===== config.mk =====
export PLATFORM = sky130hd
export DESIGN_NAME = arbiter_wrr
export DESIGN_NICKNAME = d
export VERILOG_FILES = /design/src/rtl/arbiter_wrr_pkg.sv /design/src/rtl/arbiter_wrr_priority_encoder.sv /design/src/rtl/arbiter_wrr.sv
export SDC_FILE = /design/constraint.sdc
export NUM_CORES = 1
export LEC_CHECK = 0
export ABC_AREA = 1
export CORE_ASPECT_RATIO = 1.4
export CORE_UTILIZATION = 44
export DETAILED_ROUTE_END_ITERATION = 7
export PLACE_DENSITY_LB_ADDON = 0.25
export SETUP_SLACK_MARGIN = 0.15
export SYNTH_ARGS = -nofsm -noshare
export SYNTH_HDL_FRONTEND = slang
export SYNTH_SLANG_ARGS = --single-unit

===== constraint.sdc =====
create_clock -name clk -period 2.1 [get_ports clk]
set_input_delay 0.315 -clock clk [delete_from_list [all_inputs] [get_ports clk]]
set_output_delay 0.315 -clock clk [all_outputs]
set_load 0.005 [all_outputs]

===== src/rtl/arbiter_wrr_pkg.sv =====
// Shared types for the weighted round-robin arbiter.
// Latency: n/a (types only).
// Backpressure: n/a (types only).
package arbiter_wrr_pkg;

  // Arbiter FSM: IDLE has no grant outstanding; GRANT holds one port until it acknowledges.
  typedef enum logic {
    IDLE  = 1'b0,
    GRANT = 1'b1
  } arb_state_t;

endpackage


===== src/rtl/arbiter_wrr_priority_encoder.sv =====
// Priority encoder: index of the highest-priority set bit, plus a valid flag.
// Latency: purely combinational.
// Backpressure: none; output follows the input every cycle.
module arbiter_wrr_priority_encoder #(
  parameter int WIDTH             = 4,
  parameter bit LSB_HIGH_PRIORITY = 1'b1,
  parameter int IDX_W             = $clog2(WIDTH)
) (
  input  logic [WIDTH-1:0] in,
  output logic             valid,
  output logic [IDX_W-1:0] index
);

  // Scan in reverse priority order so the last hit is the highest-priority bit.
  always_comb begin
    valid = 1'b0;
    index = '0;
    if (LSB_HIGH_PRIORITY) begin
      for (int i = WIDTH - 1; i >= 0; i--) begin
        if (in[i]) begin
          valid = 1'b1;
          index = IDX_W'(i);
        end
      end
    end else begin
      for (int i = 0; i < WIDTH; i++) begin
        if (in[i]) begin
          valid = 1'b1;
          index = IDX_W'(i);
        end
      end
    end
  end

endmodule


===== src/rtl/arbiter_wrr.sv =====
// Weighted round-robin arbiter: each port gets up to weight[i] back-to-back grants per turn.
// Latency: request to grant 1 cycle; acknowledge to next grant 1 cycle, no idle bubble.
// Backpressure: a grant is held until the granted port acknowledges; its request may drop meanwhile.
module arbiter_wrr
  import arbiter_wrr_pkg::*;
#(
  parameter int PORTS        = 4,
  parameter int WEIGHT_WIDTH = 4
) (
  input  logic                          clk,
  input  logic                          rst,
  input  logic [PORTS-1:0]              request,
  input  logic [PORTS-1:0]              acknowledge,
  input  logic [PORTS*WEIGHT_WIDTH-1:0] weight,
  output logic [PORTS-1:0]              grant,
  output logic                          grant_valid,
  output logic [$clog2(PORTS)-1:0]      grant_encoded,
  output logic [WEIGHT_WIDTH-1:0]       grant_credit
);

  localparam int CL_PORTS = $clog2(PORTS);

  arb_state_t              state_q, state_d;
  logic [CL_PORTS-1:0]     pointer_q, pointer_d;
  logic [PORTS-1:0]        grant_q, grant_d;
  logic [CL_PORTS-1:0]     enc_q, enc_d;
  logic [WEIGHT_WIDTH-1:0] credit_q, credit_d;

  logic [PORTS-1:0]        masked_req;
  logic                    masked_vld, raw_vld;
  logic [CL_PORTS-1:0]     masked_idx, raw_idx;
  logic                    win_vld;
  logic [CL_PORTS-1:0]     winner;
  logic [PORTS-1:0]        win_onehot;
  logic [WEIGHT_WIDTH-1:0] win_weight, win_credit;
  logic                    ack_cur;

  // Keep only requesters strictly above the pointer so rotation starts at pointer+1.
  always_comb begin
    masked_req = '0;
    for (int i = 0; i < PORTS; i++) begin
      masked_req[i] = request[i] && (i > int'(pointer_q));
    end
  end

  arbiter_wrr_priority_encoder #(
    .WIDTH             (PORTS),
    .LSB_HIGH_PRIORITY (1'b1)
  ) u_enc_masked (
    .in    (masked_req),
    .valid (masked_vld),
    .index (masked_idx)
  );

  // Wrap-around fallback: lowest requester overall, which also covers re-granting the pointer port.
  arbiter_wrr_priority_encoder #(
    .WIDTH             (PORTS),
    .LSB_HIGH_PRIORITY (1'b1)
  ) u_enc_raw (
    .in    (request),
    .valid (raw_vld),
    .index (raw_idx)
  );

  assign win_vld = raw_vld;
  assign winner  = masked_vld ? masked_idx : raw_idx;
  assign ack_cur = acknowledge[pointer_q];

  // Decode the winner into a one-hot grant and pick up its weight; a zero weight still earns one grant.
  always_comb begin
    win_onehot = '0;
    win_weight = '0;
    for (int i = 0; i < PORTS; i++) begin
      if (winner == CL_PORTS'(i)) begin
        win_onehot[i] = 1'b1;
        win_weight    = weight[i*WEIGHT_WIDTH +: WEIGHT_WIDTH];
      end
    end
    win_credit = (win_weight == '0) ? WEIGHT_WIDTH'(1) : win_weight;
  end

  // Next-state logic: start a grant from IDLE, and on acknowledge either burn credit or re-arbitrate.
  always_comb begin
    state_d   = state_q;
    pointer_d = pointer_q;
    grant_d   = grant_q;
    enc_d     = enc_q;
    credit_d  = credit_q;
    case (state_q)
      IDLE: begin
        if (win_vld) begin
          state_d   = GRANT;
          pointer_d = winner;
          grant_d   = win_onehot;
          enc_d     = winner;
          credit_d  = win_credit;
        end
      end
      GRANT: begin
        if (ack_cur) begin
          if ((credit_q > WEIGHT_WIDTH'(1)) && request[pointer_q]) begin
            credit_d = credit_q - WEIGHT_WIDTH'(1);
          end else if (win_vld) begin
            pointer_d = winner;
            grant_d   = win_onehot;
            enc_d     = winner;
            credit_d  = win_credit;
          end else begin
            state_d  = IDLE;
            grant_d  = '0;
            enc_d    = '0;
            credit_d = '0;
          end
        end
      end
      default: begin
        state_d  = IDLE;
        grant_d  = '0;
        enc_d    = '0;
        credit_d = '0;
      end
    endcase
  end

  // State register; reset parks the pointer on the last port so port 0 is searched first.
  always_ff @(posedge clk or posedge rst) begin
    if (rst) begin
      state_q   <= IDLE;
      pointer_q <= CL_PORTS'(PORTS - 1);
      grant_q   <= '0;
      enc_q     <= '0;
      credit_q  <= '0;
    end else begin
      state_q   <= state_d;
      pointer_q <= pointer_d;
      grant_q   <= grant_d;
      enc_q     <= enc_d;
      credit_q  <= credit_d;
    end
  end

  assign grant         = grant_q;
  assign grant_valid   = |grant_q;
  assign grant_encoded = enc_q;
  assign grant_credit  = credit_q;

endmodule


; ---- Word-level counts from Yosys, hierarchy flattened
; Index checks and enable logic that the tools add are counted.
[classes]
n_addsub = 1
order_cmp = 5
eq_ne = 6
n_mux = 51
bitwise = 1
reduce_logical = 10
[op_table]
columns = cell, n
row1 = $mux W4, 13
row2 = $mux W2, 15
row3 = $mux W1, 16
row4 = $pmux W4 S2, 2
row5 = $pmux W2 S2, 2
row6 = $bmux W1 S2, 2
row7 = $eq A2 B2 Y1 const B, 2
row8 = $gt A2 B2 Y1 const A, 2
row9 = $gt A4 B1 Y1 const B, 1
row10 = $logic_and A1 B1 Y1, 4
row11 = $logic_not A4 Y1, 1
row12 = $ne A2 B2 Y1 const B, 2
row13 = $reduce_and A2 Y1, 2
row14 = $reduce_or A4 Y1, 1
row15 = $sub A4 B1 Y4 const B, 1
row16 = $lt A2 B3 Y1 const B, 1
row17 = $reduce_and A3 Y1, 1
row18 = $eq A2 B1 Y1 const B, 1
row19 = $gt A1 B2 Y1 const A, 1
row20 = $logic_not A2 Y1, 1
row21 = $ne A2 B1 Y1 const B, 1
row22 = $pmux W1 S2, 1
row23 = $not A1 Y1, 1
[totals]
reg_bits = 13
input_bits = 26
output_inout_bits = 11
word_cells = 79

; ---- Longest topological paths before layout
; Gate-level depths: netlist of the first run.
[depth]
word_depth = 17
mapped_depth = 15

; ---- Cells and area by module
; A second synthesis of the first run with hierarchy kept.
[hier_totals]
hier_cells = 159
hier_area_um2 = 1068.5
[by_module_without_submodules]
columns = mod, n_inst, cells_per_inst, area_each_um2, seq_area_each_um2
row1 = arbiter_wrr, 1, 143, 996.0, 327.8
row2 = arbiter_wrr_priority_encoder, 2, 8, 36.3, 0.0

; ---- Worst setup path after synthesis of the first run
; OpenSTA, ideal clock, no wires.
[synth_timing]
kind = register -> register
start = register pointer_q[0]
end = register credit_q[0] (netlist: grant_credit[0])
setup_ns = 0.073
arrival_time_ns = 1.611
t_required_ns = 2.027
path_slack_ns = 0.416
path_stages_with_launch = 14
path_cell_list = dfstp_2 > buf_6 > nand2_1 > nand2_2 > nor2_1 > nor2_1 > nand2_2 > nor2_1 > nand2_1 > nand3_1 > o21ai_0 > nand2_1 > nand2_1 > a21oi_2
[synth_between]
elab_chain_cells = 17
[synth_lines]
columns = item, line_no
row1 = start: declaration, arbiter_wrr.sv:24  ; logic [CL_PORTS-1:0] pointer_q, pointer_d;
row2 = start signal: assignment, arbiter_wrr.sv:129  ; pointer_q <= CL_PORTS'(PORTS - 1);
row3 = start signal: assignment, arbiter_wrr.sv:135  ; pointer_q <= pointer_d;
row4 = $gt A2 B2 Y1, arbiter_wrr.sv:42  ; masked_req[i] = request[i] && (i > int'(pointer_q));
row5 = $logic_and A1 B1 Y1, arbiter_wrr.sv:42
row6 = $mux W2 / $mux W1 (equally long branches) (3 in a row), arbiter_wrr_priority_encoder.sv:20  ; if (in[i]) begin
row7 = $mux W2, arbiter_wrr.sv:66  ; assign winner = masked_vld ? masked_idx : raw_idx;
row8 = $logic_not A2 Y1, arbiter_wrr.sv:74  ; if (winner == CL_PORTS'(i)) begin
row9 = $mux W4 (4 in a row), arbiter_wrr.sv:74
row10 = $logic_not A4 Y1, arbiter_wrr.sv:79  ; win_credit = (win_weight == '0) ? WEIGHT_WIDTH'(1) : win_weight;
row11 = $mux W4, arbiter_wrr.sv:79
row12 = $mux W4, arbiter_wrr.sv:103  ; end else if (win_vld) begin
row13 = $mux W4, arbiter_wrr.sv:101  ; if ((credit_q > WEIGHT_WIDTH'(1)) && request[pointer_q]) begin
row14 = $mux W4, arbiter_wrr.sv:100  ; if (ack_cur) begin
row15 = $pmux W4 S2, arbiter_wrr.sv:89  ; case (state_q)
row16 = end signal: assignment, arbiter_wrr.sv:138  ; credit_q <= credit_d;
row17 = end: declaration, arbiter_wrr.sv:27  ; logic [WEIGHT_WIDTH-1:0] credit_q, credit_d;
; Several ways; a longest one is shown, not always the timed one. The select of a mux whose other input is x is not followed.
; A chain may end at the register's enable or synchronous reset.

; ---- Worst setup path in the final report of the first run
; Same ends and word-level chain as after synthesis.

==> run metrics, run 1 <==
status=complete, no violations; Final HPWL DP=between 2000 and 2500 um; synthesized cell area=~0.0010 mm^2; PwrDens=approximately 1300 mW/mm^2; Buf/Inv on CP=1; Hold Crit Class=primary input to async pin; GPL Wtd Cong=~0.83; wire length per cell=12.2 um; # diodes=0; sequential area share after synthesis=around a third; DRT Pass-1 Iters=4; Die Footprint=0.00250 mm^2; WS Path Type=flop to flop; CP delay by family, top=simple AND/OR/NAND/NOR gates; multi-input logic area=606 um^2; Global Route Usage Sum=23.2%; met2 Resource Use GR=a little over two fifths; TritonCTS clock tree=done; row cnt=20; die width=roughly 43 um; post-place setup slack=-0.0786 ns; Crit Path Max Fanout=6; Post-Syn Instances=151; setup tns final=0 ns; nets=about 230; syn_nets=179; gr busiest metal=met2; final period utilization=between 80% and 90%; first-pass GRT wire length=4370 um; cell breakdown of the critical path=nand2_2, nand2_4, nand2_1, nor2_1, nand2_1, buf_4, nand4_1, nand3_2, nand2_1, nand3_1, nand2_1, nand2_1, a21oi_2; fin area=around 0.0015 mm^2; f_max=549 MHz; RSZ-0062 raised after global routing=no; maxcap violations=0; Arr. time, crit path=about 2.1 ns; Starting Density=a little under half; VDD IR max=around 0.57 mV; Yosys warning count=0; root cell of the clock tree=clkbuf_4; startpoint types=flop; hold_buf cts=0; Synth cell types=25; largest net degree at the start of global routing=14; worst skew pair latency=around 0.29 ns; via/cell ratio=a little over 5; Num CTS Buffers=3; Die Height=58.8 um; Final Hold Viols=0; worst stage delay on the critical path=0.60 ns; via count=between 1k and 1.5k; register area=approximately 330 um^2; Post-DRT Antenna Nets=0; initial DRC count=30; GRT Residual Overflow=0; crit end category=flop; Slowest-stage cell, CP=dfstp_2; met1 GRT Util=23.8%; final core utilization=69.4%; P_leak=around 0.76 nW; # DRC=0; initial antenna violation count=0; port bufs=36; Ports=37; Tightest Pin Transition=0.474 ns; DP Area=0.00140 mm^2; core area=0.00218 mm^2; most used cell, CP=nand2_1; Layout fillers=roughly 200; DRT Wirelength=between 2000 and 3000 um; H-tree depth=1; clk slew on worst S/H paths=roughly 0.080 ns; Max Root-Sink Buffers=2; Clock Skew=roughly 0.0063 ns; largest cells by area after synthesis=dfrtp_1, nand2_1, inv_1; Final min period=1.82 ns; CP required=2.32 ns; Final Max Tran Viols=0; met3 usage in global routing=approximately 1.8%; share of layout cells above drive strength 1=between 15 and 20%; Mean Syn Cell Area=6.71 um^2; final setup vio count=0; #FFs+latches synth=13; vias in the first global route=approximately 1.1k; share of the synthesized area in the top cell type=27.2%; leading area contributor after synthesis=dfrtp_1; P&R area growth vs syn=49.1%; Slew HR=roughly two thirds; Final Worst Setup Slack=between 0.2 and 0.3 ns; CTS sink count=13
## state kept, by name (all words and copies together) (netlist names)
name and count:
pointer_q 2, grant_credit 4, grant_encoded 2, state_q 1, grant 4
## through the flow
stage,cells,power [W],hold slack [ns]
floorplan,151,0.00123,0.191
global placement,209,0.00162,0.464
detailed placement,209,0.00167,0.466
CTS,213,0.00183,0.352
global route,220,0.00213,0.375
finish,220,0.00194,0.331
## power breakdown
part	internal (W)	switching, W
sequential	0.000382	0.000102
clock	0.0000739	0.0000858
combinational	0.000614	0.000685
## worst register-to-register path: cells and delay by family (launching register included)
| kind | cells | cell delay, ns |
|---|---|---|
| simple gates | 11 | 0.91 |
| flops | 1 | 0.60 |
| buf+inv | 1 | 0.15 |
| compound gates | 1 | 0.11 |
## cell usage in the layout, fill, tap and decap left out, types with 3 or more instances in the layout
| cell type | instances |
|---|---|
| dfrtp_1 | 11 |
| inv_2 | 3 |
| nand2_2 | 4 |
| a21oi_1 | 6 |
| o21ai_0 | 13 |
| nor2_1 | 14 |
| clkdlybuf4s50_1 | 34 |
| inv_1 | 22 |
| clkbuf_4 | 3 |
| nand2_1 | 36 |
| nand3_1 | 14 |
| buf_4 | 8 |
## path summary, 6_finish.rpt
| check | end | from | slack, ns | cells past startpoint |
|---|---|---|---|---|
| worst min-delay path | grant_credit[2] | rst | 0.33 | 2 |
| max in group asynchronous | pointer_q[1] | rst | 1.41 | 2 |
| worst max-delay path | grant_credit[0] | pointer_q[0] | 0.28 | 13 |
| worst max register to register | grant_credit[0] | pointer_q[0] | 0.28 | 13 |
| worst min register to register | grant_encoded[0] | grant_encoded[0] | 0.48 | 2 |
| min in group clk | grant_encoded[0] | grant_encoded[0] | 0.48 | 2 |
## routing by layer
| metal | part of all wire (%) | vias up |
|---|---|---|
| met5 | 0 | - |
| met4 | 3.8 | 0 |
| met3 | 2.2 | 7 |
| met2 | 54 | 30 |
| met1 | 39 | 516 |
| li1 | - | 576 |
## cells in the mapped netlist, drive strengths merged
cell type	n
o21ai	13
nand4	2
o2111ai	1
or2	2
nand2	42
ha	2
dfrtp	11
a2bb2oi	1
nand3	18
xor2	1
a22oi	1
dfstp	2
nor2	18
o22ai	1
a21oi	7
xnor2	1
buf	1
clkinv	1
o211ai	1
inv	25
## cell type report
class                      count  share of cell area [%]
clock buffer                   4                    1.74
timing repair buffer          44                    28.1
tap                           22                    1.82
sequential                    13                    21.7
inverter                      26                    6.54
multi-input combinational    111                    40.1
## cells by family after synthesis
group	synth area share, %
AO/OA/AOI/OAI	14.1
adder cells (fa/ha/maj)	2.47
AND/OR/NAND/NOR	38.5
XOR/XNOR	1.73
flip-flops	32.3
buffers and inverters	10.9
## timing repair
| action | CTS | global route |
|---|---|---|
| setup endpoints to repair | 0 | 4 |
| setup buffers | 0 | 7 |
| resized for setup | 0 | 11 |
Note: power is estimated with default switching activity, not from simulation.
==> run 2, diff against run 1 <==
--- a/config.mk
+++ b/config.mk
@@ -6,7 +6,6 @@
 export NUM_CORES = 1
 export LEC_CHECK = 0
 export ABC_AREA = 1
-export CORE_ASPECT_RATIO = 1.4
 export CORE_UTILIZATION = 44
 export DETAILED_ROUTE_END_ITERATION = 7
 export PLACE_DENSITY_LB_ADDON = 0.25
==> run metrics, run 2 (synthesis gave the netlist of run 1 again) <==
status=complete, no violations; final period utilization=87.4%; Hold Crit Class=primary input to async pin; final core utilization=between 60% and 70%; Worst R2R Setup Slack=between 0.2 and 0.3 ns; commonest non-fill, non-tap cells in the layout=nand2_1, clkdlybuf4s50_1, inv_1; Post-DRT Antenna Nets=0; via/cell ratio=5.14; final setup vio count=0; most common cell after layout, fill and taps aside=nand2_1; cell breakdown of the critical path=nand2_1, nand2_2, nand3_4, nand3_4, buf_4, nor2_1, nor2_1, nand3_1, nand2_1, nand3_1, nand2_1, nand2_1, a21oi_2; multi-input logic area=just under 600 um^2; initial antenna violation count=0; nets=~230; worst stage delay on the critical path=slightly above 0.6 ns; startpoint types=flop; Num CTS Buffers=3; Starting Density=a little under half; H-tree depth=1; CP required=2.32 ns; R2R cell count=13; f_max=about 540 MHz; VDD IR max=between 0.6 and 0.7 mV; Tightest Pin Transition=approximately 0.50 ns; largest net degree at the start of global routing=14; most used cell, CP=nand2_1; worst skew pair latency=roughly 0.28 ns; TritonCTS clock tree=done; Die Height=roughly 50 um; row cnt=17; crit end category=flop; P&R area growth vs syn=46.9%; root cell of the clock tree=clkbuf_4; Layout fillers=190; core area=between 0.002 and 0.0025 mm^2; Max Root-Sink Buffers=2; Ports=37; DRT Wirelength=approximately 2600 um; Arr. time, crit path=~2.1 ns; initial DRC count=33; via count=roughly 1.2k; CTS sink count=13; # DRC=0; Final Power=a little under 0.002 W; vias in the first global route=between 1k and 1.5k; # diodes=0; die width=about 50 um; GRT Residual Overflow=0; maxcap violations=0; CP endpoint=grant_credit[0]; Final Max Tran Viols=0; hold_buf cts=0; Global Route Usage Sum=about 22%; Crit Path Max Fanout=8; register area=328 um^2; Final min period=1.84 ns; PwrDens=1300 mW/mm^2; reg-to-reg critical path startpoint=pointer_q[0]; Final HPWL DP=just over 2000 um; WS Path Type=flop to flop; clk slew on worst S/H paths=0.08 ns; port bufs=36; wire length per cell=between 10 and 15 um; Final Hold Viols=0; Slew HR=about 67%; RSZ-0062 raised after global routing=no; Die Footprint=around 0.0025 mm^2; Slowest-stage cell, CP=dfstp_2; GPL Wtd Cong=roughly 0.84; P_leak=0.727 nW; Setup crit start=pointer_q[0]; DRT Pass-1 Iters=4; first-pass GRT wire length=4220 um; Clock Skew=approximately 0.0025 ns; hold slack=about 0.35 ns; share of layout cells above drive strength 1=15.3%; reg-to-reg endpoint=grant_credit[0]
-- run 2: changes by cell type in the layout (fill, tap and decap cells not counted) --
cell             change
buf_4                -2
clkdlybuf4s50_1      +2
dlymetal6s2s_1       -2
inv_1                -1
inv_2                +1
nand2_1              +1
nand2_4              -1
nand3_1              +1
nand3_2              -1
nor2_1               -1
nor2_2               +1
-- run 2: area by class of cell --
class                           instances  area share (%)
Clock buffer                            4            1.76
Timing Repair Buffer                   42            27.2
Sequential cell                        13            22.0
Tap cell                               28            2.35
Multi-Input combinational cell        111            40.0
Inverter                               26            6.64
-- run 2: what timing repair did --
| item | 4_1_cts | 5_1_grt |
|---|---|---|
| resized for setup | 0 | 8 |
| buffers inserted | 0 | 4 |
| endpoints found under the hold margin | 0 | 0 |
| endpoints found under the setup margin | 0 | 4 |
-- run 2: report_power, final --
group          leakage, nW  internal, W  total, W  switching, W
logic                0.559     0.000603   0.00129      0.000688
clock network       0.0150    0.0000739  0.000159     0.0000853
registers            0.153     0.000383  0.000492      0.000109
total                0.727      0.00106   0.00194      0.000882
-- run 2: critical path, delay by kind of cell, from the launching register on --
kind            cells  cell delay [ns]
simple gates       11             0.91
flops               1             0.61
buf+inv             1             0.14
compound gates      1             0.10
-- run 2: worst min path at each step --
stage | end | cells after the start | slack (ns) | startpoint
2_1_floorplan | grant[0] | 1 | 0.19 | rst
3_3_place_gp | grant_encoded[0] | 2 | 0.46 | grant_encoded[0]
3_5_place_dp | grant_encoded[1] | 2 | 0.48 | grant_encoded[1]
4_1_cts | grant[3] | 2 | 0.38 | rst
5_1_grt | grant[1] | 2 | 0.39 | rst
6_report | grant[1] | 2 | 0.35 | rst
-- run 2: metal layers --
layer	vias up	track usage (%)	share of wire, %
li1	576	-	-
met1	523	25.2	42
met2	47	40.2	52
met3	5	4.01	5.0
met4	0	7.14	1.2
met5	-	0	0
-- run 2: stage by stage --
step                TNS, ns  instances  worst slack (ns)  instance area (um^2)
global route              0        224             0.113                  1490
floorplan                 0        151             0.416                  1010
CTS                       0        220             0.183                  1440
detailed placement  -0.0276        216           -0.0276                  1410
finish                    0        224             0.265                  1490
global placement          0        216            0.0840                  1410
==> run 3, diff against run 2 <==
--- a/config.mk
+++ b/config.mk
@@ -6,7 +6,7 @@
 export NUM_CORES = 1
 export LEC_CHECK = 0
 export ABC_AREA = 1
-export CORE_UTILIZATION = 44
+export CORE_UTILIZATION = 47
 export DETAILED_ROUTE_END_ITERATION = 7
 export PLACE_DENSITY_LB_ADDON = 0.25
 export SETUP_SLACK_MARGIN = 0.15
==> constraint.sdc (replaced) <==
create_clock -name clk -period 2.36 [get_ports clk]
set_input_delay 0.354 -clock clk [delete_from_list [all_inputs] [get_ports clk]]
set_output_delay 0.354 -clock clk [all_outputs]
set_load 0.005 [all_outputs]
==> run metrics, run 3 (synthesis gave the netlist of run 1 again) <==
status=complete, no violations; largest net degree at the start of global routing=14; core area=0.00200 mm^2; Internal Power=just under 0.0009 W; wire length per cell=between 10 and 15 um; final setup vio count=0; Starting Density=50.6%; setup tns final=0 ns; initial antenna violation count=0; commonest non-fill, non-tap cells in the layout=nand2_1, clkdlybuf4s50_1, inv_1; H-tree depth=1; VDD IR max=0.516 mV; switching power=between 0.0007 and 0.0008 W; PwrDens=roughly 1200 mW/mm^2; most common cell after layout, fill and taps aside=nand2_1; via/cell ratio=about 5.3; Gate power share=65.0%; share of layout cells above drive strength 1=about a tenth; maxcap violations=0; Final Hold Viols=0; reg-to-reg critical path startpoint=pointer_q[0]; worst skew pair latency=0.28 ns; Setup crit start=pointer_q[0]; GPL Wtd Cong=a little under 0.9; DRT Pass-1 Iters=5; port bufs=36; die width=a little under 50 um; root cell of the clock tree=clkbuf_4; Global Route Usage Sum=about a quarter; DRT Wirelength=around 2700 um; initial DRC count=58; via count=about 1.2k; vias in the first global route=~1.1k; TritonCTS clock tree=done; first-pass GRT wire length=roughly 4600 um; Slew HR=between 60% and 70%; DP Area=around 0.0014 mm^2; Crit Path Max Fanout=9; Resized cells post-CTS=0; GRT Residual Overflow=0; Final min period=between 1.5 and 2 ns; CP endpoint=grant_credit[0]; postcts setup bufs=0; f_max=518 MHz; Post-DRT Antenna Nets=0; fin area=0.00143 mm^2; Arr. time, crit path=2.14 ns; clk slew on worst S/H paths=0.08 ns; sequential power share=approximately a quarter; nets=220; crit end category=flop; hold_buf cts=0; Clock Skew=around 0.00076 ns; Max Root-Sink Buffers=2; WS Path Type=flop to flop; Die Footprint=0.00235 mm^2; # DRC=0; Clock power frac=8.4%; Num CTS Buffers=3; Ports=37; row cnt=16; Hold Crit Class=primary input to async pin; reg-to-reg endpoint=grant_credit[0]; Final HPWL DP=about 2200 um; final period utilization=81.8%; P&R area growth vs syn=41.1%; Tightest Pin Transition=between 0.4 and 0.5 ns; startpoint types=flop; R2R cell count=12; P_leak=0.699 nW; Worst R2R Setup Slack=roughly 0.43 ns; CTS sink count=13; # diodes=0; RSZ-0062 raised after global routing=no; Final Max Tran Viols=0; CP required=around 2.6 ns; Net Sw Frac=46.4%; Die Height=~48 um
==> run 3: changes by cell type in the layout (fill, tap and decap cells not counted), sizes merged <==
cell / delta
buf: -5
==> run 3: worst min path at each step <==
stage	start	end	slack [ns]
2_1_floorplan	rst	grant[0]	0.23
3_3_place_gp	grant_encoded[1]	grant_encoded[1]	0.46
3_5_place_dp	grant_encoded[0]	grant_encoded[0]	0.48
4_1_cts	rst	grant_credit[2]	0.41
5_1_grt	rst	grant_credit[1]	0.44
6_report	rst	grant_credit[1]	0.39
==> run 3: cell type report <==
| cell class | count | area, um^2 |
|---|---|---|
| multi-input cells | 111 | 576 |
| fillers | 172 | 572 |
| repair buffers | 37 | 368 |
| flip-flops and latches | 13 | 328 |
| inverters | 26 | 98.8 |
| well taps | 27 | 33.8 |
| clock buffers | 4 | 26.3 |
==> run 3: layer usage <==
metal / global-route usage (%) / wire [um] / up-vias
li1: - / - / 567
met1: 30.4 / 1070 / 527
met2: 45.3 / 1390 / 64
met3: 2.83 / 195 / 2
met4: 7.35 / 10 / 0
met5: 0 / 0 / -
==> run 3: power groups by stage <==
stage | clock, W | sequential, W | combinational [W]
floorplan | 0 | 0.000418 | 0.000680
global placement | 0 | 0.000433 | 0.00101
detailed placement | 0 | 0.000445 | 0.00104
CTS | 0.000137 | 0.000440 | 0.00105
global route | 0.000147 | 0.000457 | 0.00120
finish | 0.000139 | 0.000439 | 0.00108
==> run 3: critical path: stages, from the launching register on <==
cell and delay [ns]:
dfstp_2 0.65, nand2_1 0.09, nand2_2 0.13, nor2_1 0.06, nor2_1 0.19, nand2_2 0.14
nor2_1 0.16, nand2_1 0.07, nand3_1 0.06, o21ai_0 0.08, nand2_1 0.07, nand2_1 0.06
a21oi_2 0.11
==> run 3: through the flow <==
step | hold slack, ns | setup slack [ns] | power, W | utilization, % | cells
after CTS | 0.413 | 0.420 | 0.00163 | 71.4 | 218
after global routing | 0.442 | 0.205 | 0.00180 | 71.4 | 218
final | 0.392 | 0.429 | 0.00165 | 71.4 | 218
after floorplan | 0.230 | 0.676 | 0.00110 | - | 151
after detailed placement | 0.479 | 0.194 | 0.00149 | 70.1 | 214
after global placement | 0.464 | 0.243 | 0.00144 | 70.1 | 214
